$ cat config.mk
export PLATFORM = sky130hd
export DESIGN_NAME = uart_rx_fifo
export DESIGN_NICKNAME = d
export VERILOG_FILES = /design/src/rtl/uart_rx_fifo.sv
export SDC_FILE = /design/constraint.sdc
export NUM_CORES = 1
export LEC_CHECK = 0
export BUFFER_PORTS_ARGS = -buffer_cell sky130_fd_sc_hd__buf_2
export CAP_MARGIN = 30
export CORE_MARGIN = 8
export CORE_UTILIZATION = 35
export DETAILED_ROUTE_END_ITERATION = 8
export GPL_ROUTABILITY_DRIVEN = 0
export PLACE_DENSITY = 0.63
export SLEW_MARGIN = 10
export SYNTH_ARGS = -nofsm -noshare
export SYNTH_HDL_FRONTEND = slang
export SYNTH_SLANG_ARGS = --single-unit
$ cat constraint.sdc
create_clock -name Clk -period 3.7 [get_ports Clk]
set_input_delay 0.37 -clock Clk [delete_from_list [all_inputs] [get_ports Clk]]
set_output_delay 0.37 -clock Clk [all_outputs]
set_load 0.05 [all_outputs]
$ cat src/rtl/uart_rx_fifo.sv
// UART receiver: 16x oversampling, runtime data width, framing/overrun flags and
// a first-word-fall-through receive FIFO. Optional parity via UART_RX_PARITY_EN.
module uart_rx_fifo #(
  parameter int DATA_W     = 8,
  parameter int FIFO_DEPTH = 16,
  parameter int ADDR_W     = 4
) (
  input  logic              Clk,
  input  logic              Rst,
  input  logic [15:0]       BaudDiv,
  input  logic [3:0]        NBits,
  input  logic              RxEn,
  input  logic              Rx,
  input  logic              RdEn,
`ifdef UART_RX_PARITY_EN
  input  logic [1:0]        ParityMode,
  output logic              ParityErr,
`endif
  output logic [DATA_W-1:0] RxData,
  output logic              RxValid,
  output logic [ADDR_W:0]   Count,
  output logic              RxDone,
  output logic              FrameErr,
  output logic              Overrun,
  input  logic              ErrClr,
  output logic [2:0]        StateDbg
);

  typedef enum logic [2:0] {
    IDLE   = 3'd0,
    START  = 3'd1,
    DATA   = 3'd2,
`ifdef UART_RX_PARITY_EN
    PARITY = 3'd3,
`endif
    STOP   = 3'd4,
    BREAK  = 3'd5
  } state_t;

  localparam logic [3:0]      DATA_W4 = 4'(DATA_W);
  localparam logic [ADDR_W:0] DEPTH_C = (ADDR_W+1)'(FIFO_DEPTH);

  // Rx synchroniser; both flops reset to the idle (high) line level.
  logic rxMeta, rxSync;

  always_ff @(posedge Clk or posedge Rst) begin
    if (Rst) begin
      rxMeta <= 1'b1;
      rxSync <= 1'b1;
    end else begin
      rxMeta <= Rx;
      rxSync <= rxMeta;
    end
  end

  // Free-running oversample tick; BaudDiv of 0 behaves as 1.
  logic [15:0] tickCnt, divM1;
  logic        tick;

  assign divM1 = (BaudDiv == 16'd0) ? 16'd0 : BaudDiv - 16'd1;
  assign tick  = (tickCnt >= divM1);

  always_ff @(posedge Clk or posedge Rst) begin
    if (Rst) tickCnt <= '0;
    else     tickCnt <= tick ? '0 : tickCnt + 16'd1;
  end

  // Receive FSM and its datapath registers.
  state_t            state, stateNxt;
  logic [3:0]        st, stNxt;
  logic [3:0]        bitIdx, bitIdxNxt;
  logic [3:0]        nBitsLat, nBitsNxt, nBitsEff;
  logic [DATA_W-1:0] shiftReg, shiftNxt, rxWord;
  logic              pushReq, frameErrSet, parOn, parBadNow;
`ifdef UART_RX_PARITY_EN
  logic [1:0]        parMode, parModeNxt;
  logic              parBad, parBadNxt, parErrSet;
`endif

  assign nBitsEff = (NBits < 4'd5 || NBits > DATA_W4) ? DATA_W4 : NBits;
  // Bits arrive LSB-first into the top of shiftReg; right-justify by the latched width.
  assign rxWord   = shiftReg >> (DATA_W4 - nBitsLat);

`ifdef UART_RX_PARITY_EN
  assign parOn     = parMode[0] ^ parMode[1];
  assign parBadNow = parBad;
`else
  assign parOn     = 1'b0;
  assign parBadNow = 1'b0;
`endif

  always_ff @(posedge Clk or posedge Rst) begin
    if (Rst) begin
      state    <= IDLE;
      st       <= '0;
      bitIdx   <= '0;
      nBitsLat <= DATA_W4;
      shiftReg <= '0;
`ifdef UART_RX_PARITY_EN
      parMode  <= 2'b00;
      parBad   <= 1'b0;
`endif
    end else begin
      state    <= stateNxt;
      st       <= stNxt;
      bitIdx   <= bitIdxNxt;
      nBitsLat <= nBitsNxt;
      shiftReg <= shiftNxt;
`ifdef UART_RX_PARITY_EN
      parMode  <= parModeNxt;
      parBad   <= parBadNxt;
`endif
    end
  end

  always_comb begin
    stateNxt    = state;
    stNxt       = st;
    bitIdxNxt   = bitIdx;
    nBitsNxt    = nBitsLat;
    shiftNxt    = shiftReg;
    pushReq     = 1'b0;
    frameErrSet = 1'b0;
`ifdef UART_RX_PARITY_EN
    parModeNxt  = parMode;
    parBadNxt   = parBad;
    parErrSet   = 1'b0;
`endif
    case (state)
      IDLE: begin
        if (RxEn && !rxSync) begin
          stateNxt = START;
          stNxt    = '0;
          nBitsNxt = nBitsEff;
`ifdef UART_RX_PARITY_EN
          parModeNxt = ParityMode;
          parBadNxt  = 1'b0;
`endif
        end
      end
      START: begin
        if (tick) begin
          if (st == 4'd7) begin
            stNxt     = '0;
            bitIdxNxt = '0;
            stateNxt  = rxSync ? IDLE : DATA;
          end else begin
            stNxt = st + 4'd1;
          end
        end
      end
      DATA: begin
        if (tick) begin
          stNxt = st + 4'd1;
          if (st == 4'd15) begin
            shiftNxt  = {rxSync, shiftReg[DATA_W-1:1]};
            bitIdxNxt = bitIdx + 4'd1;
            if (bitIdx == nBitsLat - 4'd1) begin
`ifdef UART_RX_PARITY_EN
              stateNxt = parOn ? PARITY : STOP;
`else
              stateNxt = STOP;
`endif
            end
          end
        end
      end
`ifdef UART_RX_PARITY_EN
      PARITY: begin
        if (tick) begin
          stNxt = st + 4'd1;
          if (st == 4'd15) begin
            stateNxt = STOP;
            // Even mode wants total ones even, odd mode wants it odd.
            if (((^rxWord) ^ rxSync) != parMode[1]) begin
              parBadNxt = 1'b1;
              parErrSet = 1'b1;
            end
          end
        end
      end
`endif
      STOP: begin
        if (tick) begin
          stNxt = st + 4'd1;
          if (st == 4'd15) begin
            if (rxSync) begin
              pushReq  = !parBadNow;
              stateNxt = IDLE;
            end else begin
              frameErrSet = 1'b1;
              stateNxt    = BREAK;
            end
          end
        end
      end
      BREAK: begin
        if (rxSync) stateNxt = IDLE;
      end
      default: stateNxt = IDLE;
    endcase
  end

  assign StateDbg = state;
  assign RxDone   = pushReq;

  // Consumer handshake: RxData holds the FIFO head while RxValid is high; a cycle
  // with RdEn=1 and RxValid=1 pops it, RdEn while RxValid=0 does nothing.
  logic [DATA_W-1:0] mem [FIFO_DEPTH];
  logic [ADDR_W-1:0] wrPtr, rdPtr;
  logic              full, doPop, doPush, dropWord;

  assign full     = (Count == DEPTH_C);
  assign doPop    = RdEn && RxValid;
  assign doPush   = pushReq && (!full || doPop);
  assign dropWord = pushReq && full && !doPop;
  assign RxValid  = (Count != '0);
  assign RxData   = RxValid ? mem[rdPtr] : '0;

  always_ff @(posedge Clk) begin
    if (doPush) mem[wrPtr] <= rxWord;
  end

  always_ff @(posedge Clk or posedge Rst) begin
    if (Rst) begin
      wrPtr <= '0;
      rdPtr <= '0;
      Count <= '0;
    end else begin
      if (doPush) wrPtr <= wrPtr + 1'b1;
      if (doPop)  rdPtr <= rdPtr + 1'b1;
      Count <= Count + {{ADDR_W{1'b0}}, doPush} - {{ADDR_W{1'b0}}, doPop};
    end
  end

  // Sticky flags: a set event takes priority over ErrClr.
  always_ff @(posedge Clk or posedge Rst) begin
    if (Rst) begin
      FrameErr <= 1'b0;
      Overrun  <= 1'b0;
    end else begin
      FrameErr <= frameErrSet | (FrameErr & ~ErrClr);
      Overrun  <= dropWord | (Overrun & ~ErrClr);
    end
  end

`ifdef UART_RX_PARITY_EN
  always_ff @(posedge Clk or posedge Rst) begin
    if (Rst) ParityErr <= 1'b0;
    else     ParityErr <= parErrSet | (ParityErr & ~ErrClr);
  end
`endif

endmodule

==> impl_metrics.ini <==
[global_route]
antenna_found_initial = 0
grt_max_degree = 36
grt_use_total_pct = 11.7
grt_pass1_wl_mm = 28.3
overflow = 0
grt_pass1_vias = 5443

[worst_setup_path]
slowest_stage = or4_4
worstSetupEndpointType = flop
path_max_fanout = 3
cp.arrival_ns = 4.61
cpLargestDelayFamily = simple AND/OR/NAND/NOR gates
cp-start-kind = primary input
critPathMaxStageDelay_ns = 0.52
cp_cell_sequence = buf_6 -> or4_4 -> or3_4 -> buf_4 -> nor2_2 -> xor2_1 -> nand2_1 -> ha_1 -> nand2_2 -> nor4_4 -> or4b_4 -> nand3_4 -> and4_4 -> inv_6 -> ha_4 -> inv_2 -> ha_4 -> fa_2 -> a21oi_2 -> nor2_1 -> nor2_1 -> xnor2_1
path_class = primary input to flop
critPathRequiredTime_ns = 4.06
cp.buffers_inverters = 4

[finish]
synthToLayoutAreaGrowth_pct = 21.5
drive_gt1_share_pct = 33.1
fin_util_pct = 42.9
fin_nets = 782
antenna_cells = 0
fin_cells = 1064

[timing]
finalCritPeriodShare_pct = 115
tightest_slew_ns = 0.859
period_needed_ns = 4.25
setup_slack_ns = -0.547
fin_tns_setup_ns = -16.95
setup_violations = 126
slew_headroom_pct = 42.5
hold_viol = 0
hold_ws_ns = 0.0158
fin_skew_ns = 0.0139
finalMaxSlewViolations = 0
fmax_mhz = 235
rsz0062_at_grt = yes

[placement]
post-place-ws_ns = -1.13
dp_hpwl_mm = 12.3
portBuffers = 45
post-place-cells = 1024

[worst_hold_path]
hold_path_class = primary input to asynchronous set/reset pin

[synth]
synth_edf_count = 128
synth_cell_type_count = 61
synth_most_common_cell = edfxtp_1
synth_top_family_by_area = multiplexers
syn_avg_cell_area_um2 = 14.2
synthSimpleGateAreaFrac_pct = 11.2
synth_commonest_cells = 128 x edfxtp_1, 53 x dfrtp_1, 45 x nand2_1, 45 x nor2_1, 41 x mux4_2
synthTopCellsByArea = edfxtp_1 44%, dfrtp_1 15%, mux4_2 10%, ha_1 4.8%, xor2_1 2.1%
syn_nets = 683
synth_compound_area_share_pct = 4.52
synth_ff_type = edfxtp_1
synthArstFlopShare_pct = 30.4
synth-adder-area-share_pct = 5.06
synth_xor_area_share_pct = 3.88
syn-cell-area_um2 = 8810
synthMuxAreaShare_pct = 13.3
netlist_instances = 622
ys_ff_latch = 184
synth_top_area_share_pct = 43.6
ys_warn_count = 0
seq_area_frac_synth_pct = 59.6
yosys.area.top_type = edfxtp_1

[clocking]
clk_pin_slew_ns = 0.07
holdBufCountCts = 0
cts_tree = built
root_buffer = clkbuf_16
clk_latency_ns = 0.43
cts_made_buffers = 17
clockBufferDepth = 2
cts_sinks = 184
htree_levels = 4

[detailed_routing]
drtPass1Iterations = 4
dr_total_vias = 5207
first_iter_violations = 257
postRouteAntennaNets = 0
drc_errors = 0
vias_per_cell = 4.89
wirelength_mm = 17.3
wl_per_cell_um = 16.3

[floorplan]
fp-row-count = 58
core_um2 = 25000
die_area_um2 = 30500
die_x_um = 175
start_util_pct = 35.3
dieHeight_um = 175
io_pins = 46

[power_and_ir_drop]
p_per_area_nw_per_um2 = 603
peakVddDrop_mv = 0.555
p_leak_nw = 4.21

[status]
violations = negative setup slack
status = finished, violations left

[job]
cap_violations = 0
-- flip-flops by register name, summed over array words and instances, names as in the netlist --
| name | count |
|---|---|
| bitIdx | 4 |
| rdPtr | 4 |
| mem | 128 |
| rxSync | 1 |
| Count | 5 |
| shiftReg | 8 |
| nBitsLat | 4 |
| wrPtr | 4 |
| StateDbg | 3 |
| Overrun | 1 |
| FrameErr | 1 |
| st | 4 |
| rxMeta | 1 |
| tickCnt | 16 |
-- cells in the final DEF (no fill, tap or decap), drive strengths merged, types with 7 or more instances in the layout --
master and n:
o21ai 18, mux4 41, dfrtp 53, buf 107, xnor2 18, mux2i 9
and3 24, a21oi 15, nor3 12, inv 29, nand2 45, clkbuf 18
edfxtp 128, clkinv 8, ha 34, or3 7, nand3 14, nor2b 14
nor2 45, xor2 21, mux2 14
-- metrics by stage --
step | instance area (µm²) | power (mW)
2_1_floorplan | 8940 | 4.20
3_3_place_gp | 9890 | 4.69
3_5_place_dp | 9890 | 4.70
4_1_cts | 10600 | 6.52
5_1_grt | 10700 | 6.81
6_report | 10700 | 6.45
-- worst register-to-register path, cell delays in order, from the launching register on --
cell,delay (ns)
dfrtp_1,0.45
ha_1,0.32
nand2_1,0.08
nor4_4,0.26
or4b_4,0.52
nand3_4,0.11
and4_4,0.26
inv_6,0.04
ha_4,0.26
inv_2,0.04
ha_4,0.15
fa_2,0.35
a21oi_2,0.13
nor2_1,0.05
nor2_1,0.11
xnor2_1,0.13
-- power by group --
| part | total (mW) | switching (mW) | internal (mW) |
|---|---|---|---|
| Clock | 1.79 | 0.870 | 0.917 |
| Sequential | 2.60 | 0.260 | 2.34 |
| Combinational | 2.06 | 1.18 | 0.876 |
| Total | 6.45 | 2.31 | 4.14 |
-- routing by layer --
| layer | track usage [%] | vias to the layer above | wire length (µm) |
|---|---|---|---|
| li1 | - | 2546 | - |
| met1 | 14.8 | 2580 | 7940 |
| met2 | 19.7 | 71 | 8680 |
| met3 | 2.59 | 10 | 544 |
| met4 | 3.50 | 0 | 148 |
| met5 | 0 | - | 0 |
-- final cells by class --
cell class              instances  area (µm²)
fillers                      2242       14300
multi-input cells             387        3560
clock buffers                  18         429
inverters                      24         101
well taps                     330         413
clock inverters                14         180
repair buffers                107         768
flip-flops and latches        184        5250
-- path summary, 6_finish.rpt --
| path | start | slack, ns | to | depth (start not counted) |
|---|---|---|---|---|
| max | BaudDiv[9] | -0.55 | Count[4] | 22 |
| min | Rst | 0.02 | tickCnt[9] | 2 |
| max reg2reg | tickCnt[9] | 0.37 | Count[4] | 15 |
| min reg2reg | rxMeta | 0.36 | rxSync | 0 |
| max in group asynchronous | Rst | 2.83 | nBitsLat[3] | 3 |
| min in group Clk | Rx | 0.03 | rxMeta | 1 |
-- logic make-up after synthesis --
group	after synthesis
and+or+nand+nor	189
DFF	184
muxes	64
AOI/OAI and AO/OA	60
buffers and inverters	51
xor gates and xnor gates	39
adders and majority gates	35
-- timing repair --
action | CTS | global route
setup endpoints to repair | 144 | 146
pin swaps | 7 | 6
setup buffers | 4 | 4
resized for setup | 20 | 14
No activity file was read; power rests on OpenSTA's default activity.
